<file path="src/rtl/uart_tx_frame_scheduler.sv">
// uart_tx_frame_scheduler: snapshots local game state and streams it to the
// UART TX core as a 14-byte frame (4 x 0xFF preamble + 10 payload bytes).
// Frames start on the periodic tick, on force_send, or on a pending request.
// Each request that arrives during a frame is merged into a single follow-up frame.
module uart_tx_frame_scheduler #(
  parameter int FRAME_PERIOD = 650000
) (
  input  logic        clk,
  input  logic        rst,
  input  logic        enable,
  input  logic        force_send,
  input  logic [15:0] xpos_tank_in,
  input  logic [15:0] ypos_tank_in,
  input  logic [9:0]  xpos_bullet_in,
  input  logic [9:0]  ypos_bullet_in,
  input  logic [7:0]  hp_in,
  input  logic [2:0]  direction_for_enemy_in,
  input  logic        tank_hit_in,
  input  logic [1:0]  direction_tank_in,
  input  logic        obstacle_hit_in,
  input  logic        tx_done,
  output logic        tx_start,
  output logic [7:0]  tx_data,
  output logic        busy,
  output logic        frame_done
);

  localparam int              CNT_W    = (FRAME_PERIOD > 2) ? $clog2(FRAME_PERIOD) : 1;
  localparam logic [CNT_W-1:0] CNT_LAST = CNT_W'(FRAME_PERIOD - 1);
  localparam logic [CNT_W-1:0] CNT_ONE  = CNT_W'(1);
  localparam logic [3:0]       LAST_IDX = 4'd13;

  typedef enum logic {IDLE, WAIT_DONE} state_t;

  typedef struct packed {
    logic [15:0] xpos_tank;
    logic [15:0] ypos_tank;
    logic [9:0]  xpos_bullet;
    logic [9:0]  ypos_bullet;
    logic [7:0]  hp;
    logic [2:0]  direction_for_enemy;
    logic        tank_hit;
    logic [1:0]  direction_tank;
    logic        obstacle_hit;
  } snapshot_t;

  state_t           state, state_next;
  snapshot_t        snap;
  logic [CNT_W-1:0] period_cnt;
  logic [3:0]       idx, idx_next, idx_inc;
  logic             pending;
  logic             tick, trigger, byte_accept, frame_start;
  logic             tx_start_next, busy_next, frame_done_next;
  logic [7:0]       tx_data_next;

  // Byte layout expected by the peer's receive deframer.
  function automatic logic [7:0] frame_byte(input snapshot_t s, input logic [3:0] i);
    logic [7:0] b;
    case (i)
      4'd0, 4'd1, 4'd2, 4'd3: b = 8'hFF;
      4'd4:  b = s.xpos_tank[7:0];
      4'd5:  b = s.xpos_tank[15:8];
      4'd6:  b = s.ypos_tank[7:0];
      4'd7:  b = s.ypos_tank[15:8];
      4'd8:  b = s.xpos_bullet[7:0];
      4'd9:  b = {6'b0, s.xpos_bullet[9:8]};
      4'd10: b = s.ypos_bullet[7:0];
      4'd11: b = {6'b0, s.ypos_bullet[9:8]};
      4'd12: b = s.hp;
      4'd13: b = {1'b0, s.obstacle_hit, s.direction_tank, s.direction_for_enemy, s.tank_hit};
      default: b = 8'h00;
    endcase
    return b;
  endfunction

  // A tx_done that coincides with our own tx_start cannot belong to the byte just issued.
  assign tick        = enable && (period_cnt == CNT_LAST);
  assign trigger     = tick || (force_send && enable) || pending;
  assign byte_accept = tx_done && !tx_start;
  assign frame_start = (state == IDLE) && trigger && enable;
  assign idx_inc     = idx + 4'd1;

  // Period counter: free-runs 0..FRAME_PERIOD-1 while enabled, parked at 0 otherwise.
  always_ff @(posedge clk) begin
    // NOTE: clocked state uses non-blocking (<=) so every register sees pre-edge values.
    if (!rst || !enable || period_cnt == CNT_LAST) period_cnt <= '0;
    else                                           period_cnt <= period_cnt + CNT_ONE;
  end

  // Pending request: remembers triggers seen mid-frame, coalesced into one follow-up.
  always_ff @(posedge clk) begin
    if (!rst || !enable || frame_start) pending <= 1'b0;
    else if (trigger && busy)           pending <= 1'b1;
  end

  // Payload snapshot: captured once at frame start so the frame is self-consistent.
  always_ff @(posedge clk) begin
    if (!rst) begin
      snap <= '0;
    end else if (frame_start) begin
      snap <= '{xpos_tank:           xpos_tank_in,
                ypos_tank:           ypos_tank_in,
                xpos_bullet:         xpos_bullet_in,
                ypos_bullet:         ypos_bullet_in,
                hp:                  hp_in,
                direction_for_enemy: direction_for_enemy_in,
                tank_hit:            tank_hit_in,
                direction_tank:      direction_tank_in,
                obstacle_hit:        obstacle_hit_in};
    end
  end

  // FSM state register.
  always_ff @(posedge clk) begin
    if (!rst) state <= IDLE;
    else      state <= state_next;
  end

  // FSM next-state logic.
  always_comb begin
    // NOTE: default assignment first on every always_comb output, so no latch is inferred.
    state_next = state;
    case (state)
      IDLE:      if (frame_start) state_next = WAIT_DONE;
      WAIT_DONE: if (byte_accept && idx == LAST_IDX) state_next = IDLE;
      default:   state_next = IDLE;
    endcase
  end

  // FSM output logic: next values of the registered outputs and byte index.
  always_comb begin
    tx_start_next   = 1'b0;
    frame_done_next = 1'b0;
    tx_data_next    = tx_data;
    busy_next       = busy;
    idx_next        = idx;
    case (state)
      IDLE: begin
        if (frame_start) begin
          tx_start_next = 1'b1;
          tx_data_next  = 8'hFF;
          busy_next     = 1'b1;
          idx_next      = 4'd0;
        end
      end
      WAIT_DONE: begin
        if (byte_accept) begin
          if (idx == LAST_IDX) begin
            busy_next       = 1'b0;
            frame_done_next = 1'b1;
          end else begin
            idx_next      = idx_inc;
            tx_data_next  = frame_byte(snap, idx_inc);
            tx_start_next = 1'b1;
          end
        end
      end
      default: ;
    endcase
  end

  // Output registers: no combinational path from any input to any output.
  always_ff @(posedge clk) begin
    if (!rst) begin
      tx_start   <= 1'b0;
      tx_data    <= 8'h00;
      busy       <= 1'b0;
      frame_done <= 1'b0;
      idx        <= 4'd0;
    end else begin
      tx_start   <= tx_start_next;
      tx_data    <= tx_data_next;
      busy       <= busy_next;
      frame_done <= frame_done_next;
      idx        <= idx_next;
    end
  end

endmodule
</file>
<file path="config.mk">
export PLATFORM = sky130hd
export DESIGN_NAME = uart_tx_frame_scheduler
export DESIGN_NICKNAME = d
export VERILOG_FILES = /design/src/rtl/uart_tx_frame_scheduler.sv
export SDC_FILE = /design/constraint.sdc
export NUM_CORES = 1
export LEC_CHECK = 0
export ABC_CLOCK_PERIOD_IN_PS = 2600
export CAP_MARGIN = 20
export CELL_PAD_IN_SITES_DETAIL_PLACEMENT = 0
export CELL_PAD_IN_SITES_GLOBAL_PLACEMENT = 1
export CORE_MARGIN = 2
export CORE_UTILIZATION = 30
export DETAILED_ROUTE_END_ITERATION = 6
export GPL_ROUTABILITY_DRIVEN = 0
export PLACE_DENSITY_LB_ADDON = 0.1
export SKIP_LAST_GASP = 1
export SLEW_MARGIN = 20
export SYNTH_ARGS = -nofsm -noshare
export SYNTH_HDL_FRONTEND = slang
export SYNTH_SLANG_ARGS = --single-unit
</file>
<file path="constraint.sdc">
create_clock -name clk -period 2.6 [get_ports clk]
set_input_delay 0.52 -clock clk [delete_from_list [all_inputs] [get_ports clk]]
set_output_delay 0.52 -clock clk [all_outputs]
set_load 0.01 [all_outputs]
</file>
# Yosys cells after proc, flatten, opt, wreduce, memory -nomap -nowiden
# Index checks and enable logic that the tools add are counted.
[totals]
out_inout_bits = 11
in_bits = 72
regBits = 104
[classes]
n_addsub = 2
eq_ne = 19
mux = 20
reduce_logical = 20
n_bitwise = 1
[op_table]
columns = ["op", "n"]
rows = [
  ["$pmux W8 S11", 1],
  ["$eq A4 B4 Y1 const B", 7],
  ["$mux W8", 3],
  ["$add A20 B1 Y20 const B", 1],
  ["$eq A20 B20 Y1 const B", 1],
  ["$eq A4 B3 Y1 const B", 4],
  ["$pmux W8 S2", 1],
  ["$mux W4", 3],
  ["$reduce_and A3 Y1", 3],
  ["$eq A4 B2 Y1 const B", 2],
  ["$mux W1", 8],
  ["$pmux W4 S2", 1],
  ["$logic_and A1 B1 Y1", 7],
  ["$pmux W1 S2", 3],
  ["$logic_or A1 B1 Y1", 5],
  ["$add A4 B1 Y4 const B", 1],
  ["$eq A4 B1 Y1 const B", 1],
  ["$logic_not A4 Y1", 1],
  ["$ne A2 B1 Y1 const B", 2],
  ["$ne A2 B2 Y1 const B", 2],
  ["$reduce_or A4 Y1", 1],
  ["$logic_not A1 Y1", 3],
  ["$not A1 Y1", 1],
]

# Depth between registers and ports, before layout
# Gate-level depths: netlist of the first run.
[logic_depth]
ltp_word = 8
mapped_depth = 8
ltp_nobuf = 7

# Least setup slack after synthesis of the first run
# No wires, ideal clock.
[synth_path]
path_kind = "flip-flop to flip-flop"
from = "register idx[0]"
to = "register tx_data[0]"
arrival_time_ps = 1972
slack_ps = 498
required_ps = 2470
stages_incl_launch_ff = 8
period_less_slack_ps = 2102
setup_time_ps = 130
cell_sequence = "dfxtp_1 ha_1 clkbuf_1 nor2b_1 a211oi_1 nor3_1 a2111oi_0 a21oi_1"
[synth_via]
elab_chain_len = 7
word_cells_on_any_way = 23
[synth_rtl]
columns = ["element", "line", "rtl"]
rows = [
  ["start, declared", "50", "logic [3:0] idx, idx_next, idx_inc;"],
  ["start signal, assigned", "175", "idx <= idx_next;"],
  ["$add A4 B1 Y4", "81", "assign idx_inc = idx + 4'd1;"],
  ["$eq A4 B1 Y1, or another cell as far along", "59", "case (i)"],
  ["$reduce_or A4 Y1", "59", ""],
  ["$pmux W8 S11", "59", ""],
  ["$mux W8", "148", "if (idx == LAST_IDX) begin"],
  ["$mux W8", "147", "if (byte_accept) begin"],
  ["$pmux W8 S2", "137", "case (state)"],
  ["end signal, assigned", "172", "tx_data <= tx_data_next;"],
  ["end, declared", "23", "output logic [7:0] tx_data,"],
]
# Several ways; a longest one is shown, not always the timed one. The select of a mux whose other input is x is not followed.
# A chain may end at the register's enable or synchronous reset.

# Worst setup path in the final report of the first run
[layout_path]
from = "register idx[1]"
to = "register tx_data[0]"
# The elaborated chain is that of the path after synthesis.

==> results of run 1 <==
final cells by class:
class	count	area, µm²
Fill cell	1578	9100
Multi-Input combinational cell	422	2270
Sequential cell	104	2080
Timing Repair Buffer	103	1030
Tap cell	188	235
Clock buffer	9	225
Clock inverter	7	61.3
Inverter	8	30.0
synth_stat cells, types with 3 or more instances:
master | number | area [µm²]
buf_4 | 7 | 52.6
a21oi_1 | 89 | 445
ha_1 | 6 | 75.1
nor2_1 | 30 | 113
o31ai_1 | 8 | 60.1
a31oi_1 | 4 | 25.0
buf_2 | 4 | 20.0
a22oi_1 | 10 | 75.1
and4_1 | 3 | 26.3
a311oi_1 | 3 | 26.3
a22o_1 | 8 | 70.1
nor2b_1 | 4 | 25.0
xnor2_1 | 11 | 96.3
nand2_1 | 155 | 582
nor3_1 | 13 | 65.1
clkbuf_1 | 28 | 105
a222oi_1 | 6 | 60.1
inv_1 | 8 | 30.0
or4_1 | 3 | 22.5
nand4_1 | 4 | 25.0
o21ai_0 | 4 | 20.0
dfxtp_1 | 104 | 2080
xor2_1 | 8 | 70.1
nand3_1 | 21 | 105
flip-flops by register name (all words and copies together), names as in the netlist:
name	flops
tx_start	1
frame_done	1
snap	67
busy	1
period_cnt	20
pending	1
tx_data	8
idx	4
state	1
cell families after synthesis:
family | count (synthesis)
flops | 104
xor+xnor | 19
simple gates | 252
buf+inv | 48
fa+ha+maj | 6
compound gates | 142
mux | 3
tightest hold or removal path: cells and delay by family (launching register included):
| family | cells | cell delay [ns] |
|---|---|---|
| AOI/OAI and AO/OA | 1 | 0.05 |
| and+or+nand+nor | 1 | 0.05 |
| DFF | 1 | 0.31 |
stage by stage:
step                      power (mW)  hold WS (ns)
after floorplan                 1.89         0.430
after global placement          2.10         0.443
after detailed placement        2.11         0.447
after CTS                       3.44         0.457
after global routing            3.55         0.472
final                           3.40         0.456
power by group:
part | internal (mW) | total (mW) | switching, mW
logic | 0.196 | 0.365 | 0.168
registers | 1.66 | 1.70 | 0.0446
clock network | 0.673 | 1.34 | 0.666
total | 2.53 | 3.40 | 0.879
metal layers:
metal  part of all wire [%]  vias to the layer above  wire, µm  GRT usage [%]
met5                      0                        -         0              0
li1                       -                     2135         -              -
met4                    1.3                        0       172           4.59
met2                     49                       78      6580           29.1
met1                     46                     1947      6150           22.3
met3                    3.9                       13       522           3.06
final timing paths:
path | depth (start not counted) | startpoint | end
max | 7 | idx[1]$_SDFFE_PN0P_ | tx_data[0]$_SDFFE_PN0P_
min | 2 | snap[42]$_SDFFE_PN0P_ | snap[42]$_SDFFE_PN0P_
max reg2reg | 7 | idx[1]$_SDFFE_PN0P_ | tx_data[0]$_SDFFE_PN0P_
min reg2reg | 2 | snap[42]$_SDFFE_PN0P_ | snap[42]$_SDFFE_PN0P_
==> tab_implementation.tex, run 1 <==
\begin{tabular}{lr}
\hline
Metric & Value \\
\hline
\multicolumn{2}{l}{\textbf{Yosys}} \\
Post-synthesis instance area & approximately 0.0046 mm² \\
Primary FF master, synth & dfxtp\_1 \\
Combinational family with the most area after synthesis & simple AND/OR/NAND/NOR gates \\
Number of warnings reported in the yosys synthesis log & 0 \\
Share of synthesized cell area in full adder, half adder and majority cells & 1.65\% \\
Average size of a mapped cell & 7.93 µm² \\
Number of instances in the synthesized netlist & 574 \\
Post-Synth Simple-Gate Area & 24.3\% \\
Portion of the post-synthesis area used by sequential elements & 45.7\% \\
Synthesized net count & between 600 and 700 \\
Synthesized-area fraction occupied by ao, oa, aoi and oai cells & 19.1\% \\
Count of different cell masters after synthesis & 48 \\
Async SR Flop Fraction & 0\% \\
Number of synthesized register bits & 104 \\
Mux cell area share after synthesis & 0.687\% \\
XOR/XNOR Fraction of Synth Area & 3.66\% \\
Post-synth EDFFs & 0 \\
\multicolumn{2}{l}{\textbf{Setup path}} \\
Register-to-register setup slack & 0.29 ns \\
Type of the setup path with the least slack & reg -> reg \\
Delay-heaviest family, CP & compound AO/OA/AOI/OAI gates \\
Library cell contributing the largest single delay on the critical path & dfxtp\_1 \\
CP Data Required Time & 2.83 ns \\
Crit-path max cell delay & 0.50 ns \\
CP max FO & 9 \\
Worst path cell trace & ha\_1 > nor2b\_1 > a211oi\_1 > buf\_4 > nor3\_1 > a2111oi\_0 > a21oi\_1 \\
Bufs and invs on worst path & 1 \\
Kind of start point of the critical path & register \\
Endpoint class of the critical path & register \\
Crit path DAT & 2.55 ns \\
\multicolumn{2}{l}{\textbf{Pwr}} \\
Total leakage power & 2.05 nW \\
Worst VDD drop & 0.360 mV \\
Power per Cell Area & around 570 mW/mm² \\
\multicolumn{2}{l}{\textbf{Die}} \\
Die extent in x & 127 µm \\
Number of placement rows & 45 \\
Starting Density & 30.3\% \\
Num ports & a little over 80 \\
Die height & 127 µm \\
Full die area & 0.0162 mm² \\
Core area & approximately 0.015 mm² \\
\multicolumn{2}{l}{\textbf{Final layout}} \\
Commonest cells after routing, fill and taps aside & 155 x nand2\_1, 104 x dfxtp\_1, 89 x a21oi\_1 \\
Commonest non-fill, non-tap cell in the layout & nand2\_1 \\
Total number of nets in the final design & between 700 and 800 \\
Design area & $\sim$0.006 mm² \\
Final cell count without fillers & 841 \\
Core utilization of the finished layout & 39.4\% \\
Share of final-layout standard cells stronger than drive strength 1 & 6.74\% \\
Layout overhead on the synthesized area & 30.2\% \\
Number of diodes & 0 \\
\multicolumn{2}{l}{\textbf{Placed design}} \\
Post-detail-place hpwl & between 9 and 10 mm \\
Area after DPL & 0.00564 mm² \\
Port buffer count & slightly above 80 \\
Setup WS pre-CTS & 0.218 ns \\
Count of placed standard cells including taps & 825 \\
\multicolumn{2}{l}{\textbf{Route}} \\
Routed WL per cell & 16.0 µm \\
Remaining design rule violation count & 0 \\
Via count & 4,173 \\
Vias per std cell & about 5.0 \\
Total length of routed wires & 13.4 mm \\
Number of violations reported at the end of detailed-routing iteration 0 & 239 \\
Drt pass-1 iters & 5 \\
Antenna viol nets, final & 0 \\
\multicolumn{2}{l}{\textbf{Clock network}} \\
\# hold bufs at CTS & 0 \\
Clk sink count & approximately 100 \\
Number of buffers created by CTS & 9 \\
H-tree lvl count & 3 \\
Clock transition time at the flip-flop clock pins of the worst setup and hold paths & $\sim$0.08 ns \\
Number of gates given a new drive strength after cts & 0 \\
Root buffer cell & clkbuf\_16 \\
Worst-Skew Late Latency & $\sim$0.35 ns \\
Setup Fix Bufs, Post-CTS & 0 \\
Clock Path Buffers & 2 \\
Clock tree from TritonCTS & done \\
\multicolumn{2}{l}{\textbf{STA}} \\
Final worst-path cycle share & about 89\% \\
Final clock skew & roughly 0.01 ns \\
Final Max Slew Viols & 0 \\
Clock period minus final worst setup slack & 2.31 ns \\
Number of hold violations in the final report & 0 \\
Maximum frequency from static timing analysis & 432 MHz \\
Max-slew headroom & 61.7\% \\
Finish-stage setup viols & 0 \\
Worst Setup Slack, final & 0.285 ns \\
Slew at the pin closest to its max-slew limit & between 0.5 and 0.6 ns \\
Setup TNS Final & 0 ns \\
RSZ-0062 raised after global routing & no \\
\multicolumn{2}{l}{\textbf{Global routing}} \\
Remaining global-route overflow & 0 \\
Maximum number of pins on one net before global-route repair & 46 \\
Total GRT Usage & $\sim$17\% \\
Global-route wire length before repair & roughly 22 mm \\
Antenna violations before repair & 0 \\
Via count of the first global-routing pass & 4,214 \\
\multicolumn{2}{l}{\textbf{Job}} \\
Max Cap Violations & 0 \\
\multicolumn{2}{l}{\textbf{Min path}} \\
Worst min-delay path category & reg -> reg \\
\multicolumn{2}{l}{\textbf{Outcome}} \\
Run status & complete, no violations \\
\hline
\end{tabular}
Power figures use the tool's default switching activity.
==> run 2, diff against run 1 <==
--- a/config.mk
+++ b/config.mk
@@ -5,7 +5,7 @@
 export SDC_FILE = /design/constraint.sdc
 export NUM_CORES = 1
 export LEC_CHECK = 0
-export ABC_CLOCK_PERIOD_IN_PS = 2600
+export ABC_CLOCK_PERIOD_IN_PS = 2800
 export CAP_MARGIN = 20
 export CELL_PAD_IN_SITES_DETAIL_PLACEMENT = 0
 export CELL_PAD_IN_SITES_GLOBAL_PLACEMENT = 1
==> constraint.sdc (replaced) <==
create_clock -name clk -period 2.8 [get_ports clk]
set_input_delay 0.56 -clock clk [delete_from_list [all_inputs] [get_ports clk]]
set_output_delay 0.56 -clock clk [all_outputs]
set_load 0.01 [all_outputs]
==> tab_implementation.tex, run 2 (synthesis results as in run 1) <==
\begin{tabular}{lr}
\hline
Metric & Value \\
\hline
\multicolumn{2}{l}{\textbf{Clock network}} \\
Number of gates given a new drive strength after cts & 0 \\
\# hold bufs at CTS & 0 \\
Clock Path Buffers & 2 \\
Root buffer cell & clkbuf\_16 \\
Clock transition time at the flip-flop clock pins of the worst setup and hold paths & 0.07 ns \\
Clk sink count & 104 \\
Setup Fix Bufs, Post-CTS & 0 \\
Clock tree from TritonCTS & done \\
H-tree lvl count & 3 \\
Number of buffers created by CTS & 9 \\
Worst-Skew Late Latency & about 0.35 ns \\
\multicolumn{2}{l}{\textbf{Die}} \\
Number of placement rows & 45 \\
Die height & 127 µm \\
Num ports & 83 \\
Starting Density & between 30\% and 40\% \\
Full die area & $\sim$0.016 mm² \\
Die extent in x & 127 µm \\
Core area & 0.0150 mm² \\
\multicolumn{2}{l}{\textbf{Global routing}} \\
Antenna violations before repair & 0 \\
Via count of the first global-routing pass & between 3,000 and 4,000 \\
Maximum number of pins on one net before global-route repair & 46 \\
Total GRT Usage & 16.9\% \\
Remaining global-route overflow & 0 \\
Global-route wire length before repair & 21.1 mm \\
\multicolumn{2}{l}{\textbf{STA}} \\
Finish-stage setup viols & 0 \\
Number of hold violations in the final report & 0 \\
RSZ-0062 raised after global routing & no \\
Slew at the pin closest to its max-slew limit & 0.549 ns \\
Clock period minus final worst setup slack & 2.47 ns \\
Final clock skew & between 0.009 and 0.01 ns \\
Worst Setup Slack, final & 0.329 ns \\
Final Max Slew Viols & 0 \\
WHS & about 0.46 ns \\
Setup TNS Final & 0 ns \\
Max-slew headroom & 62.3\% \\
Final worst-path cycle share & 88.2\% \\
Maximum frequency from static timing analysis & 405 MHz \\
\multicolumn{2}{l}{\textbf{Setup path}} \\
Endpoint class of the critical path & register \\
Worst path cell trace & inv\_1 > ha\_1 > or4\_1 > a31o\_2 > nor4\_1 > a21oi\_1 \\
Worst Reg-to-Reg Cells & 6 \\
Type of the setup path with the least slack & reg -> reg \\
Reg2reg end & tx\_data[4]\$\_SDFFE\_PN0P\_ \\
Worst path depth & 6 \\
Delay-heaviest family, CP & simple AND/OR/NAND/NOR gates \\
Register-to-register setup slack & approximately 0.33 ns \\
Bufs and invs on worst path & 1 \\
Crit-path max cell delay & 0.53 ns \\
Timing endpoint of the critical path & tx\_data[4]\$\_SDFFE\_PN0P\_ \\
Library cell contributing the largest single delay on the critical path & dfxtp\_1 \\
Worst flop-to-flop path startpoint & idx[0]\$\_SDFFE\_PN0P\_ \\
Kind of start point of the critical path & register \\
CP max FO & 10 \\
CP Data Required Time & 3.02 ns \\
Crit path DAT & 2.69 ns \\
Launch point of the worst path & idx[0]\$\_SDFFE\_PN0P\_ \\
\multicolumn{2}{l}{\textbf{Pwr}} \\
Worst VDD drop & 0.312 mV \\
Total leakage power & 2.04 nW \\
Part of the power in registers & between 50\% and 60\% \\
Power per Cell Area & 529 mW/mm² \\
Share of power burned in the clock network & between 30\% and 40\% \\
Internal Pwr Total & 2.36 mW \\
Switching share of power & about a quarter \\
Share of total power in combinational logic & 10.9\% \\
Net load switching power & a little under 0.8 mW \\
\multicolumn{2}{l}{\textbf{Min path}} \\
Worst min-delay path category & reg -> reg \\
Start point of the worst min-delay path & snap[28]\$\_SDFFE\_PN0P\_ \\
\multicolumn{2}{l}{\textbf{Route}} \\
Antenna viol nets, final & 0 \\
Remaining design rule violation count & 0 \\
Routed WL per cell & between 15 and 20 µm \\
Via count & 4,184 \\
Vias per std cell & 4.99 \\
Drt pass-1 iters & 5 \\
Total length of routed wires & $\sim$13 mm \\
Number of violations reported at the end of detailed-routing iteration 0 & 324 \\
\multicolumn{2}{l}{\textbf{Placed design}} \\
Post-detail-place hpwl & roughly 9.6 mm \\
Count of placed standard cells including taps & 823 \\
Setup WS pre-CTS & around 0.26 ns \\
Area after DPL & 0.00565 mm² \\
Port buffer count & 82 \\
\multicolumn{2}{l}{\textbf{Final layout}} \\
Commonest cells after routing, fill and taps aside & 155 x nand2\_1, 104 x dfxtp\_1, 89 x a21oi\_1 \\
Total number of nets in the final design & 724 \\
Final cell count without fillers & 839 \\
Largest registers & snap x67, period\_cnt x20, tx\_data x8 \\
Largest reg by FF count & snap \\
Commonest non-fill, non-tap cell in the layout & nand2\_1 \\
Number of diodes & 0 \\
Share of final-layout standard cells stronger than drive strength 1 & 6.30\% \\
Number of flip-flops in the largest register & 67 \\
Design area & 0.00593 mm² \\
Layout overhead on the synthesized area & 30.3\% \\
\multicolumn{2}{l}{\textbf{Outcome}} \\
Run status & complete, no violations \\
\multicolumn{2}{l}{\textbf{Job}} \\
Max Cap Violations & 0 \\
\hline
\end{tabular}
[run 2: cell types whose count changed in the layout (fill, tap and decap cells not counted), sizes merged]
cell,before,now
clkbuf,9,11
buf,21,19
clkinv,1,2
inv,13,10
[run 2: worst min-delay path by stage]
stage                          endpoint  slack (ns)  cells after the start
2_1_floorplan  period_cnt[0]$_SDFF_PP0_        0.43                      1
4_1_cts            snap[2]$_SDFFE_PN0P_        0.46                      2
3_3_place_gp      snap[21]$_SDFFE_PN0P_        0.45                      2
5_1_grt           snap[57]$_SDFFE_PN0P_        0.48                      2
3_5_place_dp       snap[2]$_SDFFE_PN0P_        0.45                      2
6_report          snap[28]$_SDFFE_PN0P_        0.46                      2
[run 2: power groups by stage]
| stage | logic [mW] | clock network (mW) | registers, mW |
|---|---|---|---|
| 6_report | 0.343 | 1.22 | 1.58 |
| 5_1_grt | 0.377 | 1.33 | 1.59 |
| 4_1_cts | 0.347 | 1.26 | 1.58 |
| 3_5_place_dp | 0.346 | 0 | 1.62 |
| 3_3_place_gp | 0.344 | 0 | 1.62 |
| 2_1_floorplan | 0.150 | 0 | 1.60 |
[run 2: stage by stage]
step                      power (mW)  utilization [%]
after CTS                       3.19             39.5
after detailed placement        1.96             37.6
final                           3.14             39.5
after global placement          1.96             37.6
after floorplan                 1.75                -
after global routing            3.29             39.5
[run 2: routing by layer]
| layer | part of all wire, % | track usage [%] | wire, µm |
|---|---|---|---|
| met5 | 0 | 0 | 0 |
| met4 | 1.2 | 4.14 | 154 |
| met3 | 4.1 | 4.27 | 546 |
| met2 | 48 | 28.0 | 6430 |
| met1 | 47 | 22.1 | 6200 |
[run 2: layout make-up]
| cell class | instances | area, µm² |
|---|---|---|
| clock inverter | 5 | 38.8 |
| multi-input combinational | 422 | 2270 |
| clock buffer | 11 | 243 |
| tap | 188 | 235 |
| timing repair buffer | 101 | 1040 |
| fill | 1563 | 9100 |
| inverter | 8 | 30.0 |
| sequential | 104 | 2080 |
[run 2: tightest hold or removal path, cell delays in order (launching register included)]
cell and delay [ns]:
dfxtp_1 0.31, nand2_1 0.05, a21oi_1 0.05
==> run 3, diff against run 2 <==
--- a/config.mk
+++ b/config.mk
@@ -13,7 +13,7 @@
 export CORE_UTILIZATION = 30
 export DETAILED_ROUTE_END_ITERATION = 6
 export GPL_ROUTABILITY_DRIVEN = 0
-export PLACE_DENSITY_LB_ADDON = 0.1
+export PLACE_DENSITY_LB_ADDON = 0.3
 export SKIP_LAST_GASP = 1
 export SLEW_MARGIN = 20
 export SYNTH_ARGS = -nofsm -noshare
==> tab_implementation.tex, run 3 (synthesis results as in run 1) <==
\begin{tabular}{lr}
\hline
Metric & Value \\
\hline
\multicolumn{2}{l}{\textbf{Setup path}} \\
Register-to-register setup slack & roughly 0.25 ns \\
CP Data Required Time & 3.02 ns \\
Endpoint class of the critical path & register \\
Worst Reg-to-Reg Cells & 6 \\
Kind of start point of the critical path & register \\
Crit path DAT & 2.77 ns \\
CP max FO & 10 \\
Launch point of the worst path & idx[0]\$\_SDFFE\_PN0P\_ \\
Type of the setup path with the least slack & reg -> reg \\
Reg2reg end & tx\_data[4]\$\_SDFFE\_PN0P\_ \\
Worst flop-to-flop path startpoint & idx[0]\$\_SDFFE\_PN0P\_ \\
\multicolumn{2}{l}{\textbf{Final layout}} \\
Largest registers & snap x67, period\_cnt x20, tx\_data x8 \\
Commonest cells after routing, fill and taps aside & 155 x nand2\_1, 104 x dfxtp\_1, 89 x a21oi\_1 \\
Commonest non-fill, non-tap cell in the layout & nand2\_1 \\
Number of diodes & 0 \\
Total number of nets in the final design & around 720 \\
Final cell count without fillers & 836 \\
Core utilization of the finished layout & 39.1\% \\
Largest reg by FF count & snap \\
Layout overhead on the synthesized area & 29.2\% \\
Share of final-layout standard cells stronger than drive strength 1 & 5.86\% \\
Number of flip-flops in the largest register & 67 \\
Layout filler cell count & $\sim$1,500 \\
\multicolumn{2}{l}{\textbf{STA}} \\
Slew at the pin closest to its max-slew limit & 0.581 ns \\
Final worst-path cycle share & between 90\% and 100\% \\
Final clock skew & approximately 0.010 ns \\
Maximum frequency from static timing analysis & a little under 400 MHz \\
Clock period minus final worst setup slack & about 2.6 ns \\
RSZ-0062 raised after global routing & no \\
WHS & 0.456 ns \\
Final Max Slew Viols & 0 \\
Setup TNS Final & 0 ns \\
Max-slew headroom & 60.2\% \\
Number of hold violations in the final report & 0 \\
Finish-stage setup viols & 0 \\
\multicolumn{2}{l}{\textbf{Pwr}} \\
Power per Cell Area & 534 mW/mm² \\
Worst VDD drop & 0.299 mV \\
Final Power & 3.14 mW \\
Total leakage power & 2.03 nW \\
\multicolumn{2}{l}{\textbf{Route}} \\
Routed WL per cell & 15.1 µm \\
Antenna viol nets, final & 0 \\
Vias per std cell & 5.09 \\
Via count & 4,252 \\
Total length of routed wires & 12.6 mm \\
Number of violations reported at the end of detailed-routing iteration 0 & 264 \\
Remaining design rule violation count & 0 \\
Drt pass-1 iters & 5 \\
\multicolumn{2}{l}{\textbf{Die}} \\
Die height & 127 µm \\
Full die area & 0.0162 mm² \\
Starting Density & 30.3\% \\
Core area & 0.0150 mm² \\
Die extent in x & $\sim$130 µm \\
Number of placement rows & 45 \\
Num ports & 83 \\
\multicolumn{2}{l}{\textbf{Global routing}} \\
Remaining global-route overflow & 0 \\
Total GRT Usage & $\sim$16\% \\
Maximum number of pins on one net before global-route repair & 74 \\
Global-route wire length before repair & 20.7 mm \\
Antenna violations before repair & 0 \\
Via count of the first global-routing pass & around 4,200 \\
\multicolumn{2}{l}{\textbf{Clock network}} \\
Clock transition time at the flip-flop clock pins of the worst setup and hold paths & around 0.07 ns \\
Number of buffers created by CTS & 9 \\
Setup Fix Bufs, Post-CTS & 0 \\
\# hold bufs at CTS & 0 \\
Number of gates given a new drive strength after cts & 0 \\
Worst-Skew Late Latency & about 0.35 ns \\
Clock tree from TritonCTS & done \\
Root buffer cell & clkbuf\_16 \\
H-tree lvl count & 3 \\
Clock Path Buffers & 2 \\
Clk sink count & roughly 100 \\
\multicolumn{2}{l}{\textbf{Min path}} \\
Start point of the worst min-delay path & snap[48]\$\_SDFFE\_PN0P\_ \\
Endpoint, Worst Hold & snap[48]\$\_SDFFE\_PN0P\_ \\
Hold path cells & 2 \\
Worst min-delay path category & reg -> reg \\
\multicolumn{2}{l}{\textbf{Job}} \\
Max Cap Violations & 0 \\
\multicolumn{2}{l}{\textbf{Placed design}} \\
Port buffer count & $\sim$80 \\
Post-detail-place hpwl & $\sim$9.1 mm \\
Count of placed standard cells including taps & 820 \\
\multicolumn{2}{l}{\textbf{Outcome}} \\
Run status & complete, no violations \\
\hline
\end{tabular}
-- run 3: cell count changes in the layout (fill, tap and decap cells not counted) --
cell | previous run | this run
buf_12 | 6 | 3
inv_8 | 0 | 3
clkinvlp_4 | 1 | 0
inv_6 | 2 | 0
-- run 3: final cells by class --
class	instances	area (µm²)	share of cell area [%]
clock buffers	11	243	4.13
clock inverters	5	47.5	0.808
inverters	8	30.0	0.511
multi-input cells	422	2270	38.5
flip-flops and latches	104	2080	35.4
well taps	188	235	4.00
repair buffers	98	978	16.6
-- run 3: worst max-delay path by stage --
stage	to	slack [ns]	cells past startpoint
2_1_floorplan	tx_data[0]$_SDFFE_PN0P_	0.70	7
3_3_place_gp	tx_data[4]$_SDFFE_PN0P_	0.30	6
3_5_place_dp	tx_data[4]$_SDFFE_PN0P_	0.28	6
4_1_cts	tx_data[4]$_SDFFE_PN0P_	0.26	6
5_1_grt	tx_data[4]$_SDFFE_PN0P_	0.05	6
6_report	tx_data[4]$_SDFFE_PN0P_	0.25	6
-- run 3: where the power goes --
part / internal [mW] / total, mW / switching (mW)
clock: 0.647 / 1.23 / 0.584
combinational: 0.175 / 0.328 / 0.153
sequential: 1.54 / 1.58 / 0.0412
-- run 3: metal layers --
layer | vias up | GRT usage [%] | share of wire, %
met3 | 18 | 4.23 | 4.4
li1 | 2123 | - | -
met1 | 1997 | 20.9 | 46
met5 | - | 0 | 0
met2 | 114 | 26.8 | 48
met4 | 0 | 4.33 | 1.4
-- run 3: critical path, stage by stage, from the launching register on --
cell and delay (ns):
dfxtp_1 0.54, inv_1 0.11, ha_1 0.37, or4_1 0.55, a31o_2 0.34, nor4_1 0.40
a21oi_1 0.11
-- run 3: metrics by stage --
| step | setup slack [ns] | area, µm² |
|---|---|---|
| floorplan | 0.698 | 4550 |
| finish | 0.250 | 5880 |
| global placement | 0.296 | 5590 |
| global route | 0.0498 | 5880 |
| detailed placement | 0.281 | 5590 |
| CTS | 0.263 | 5880 |
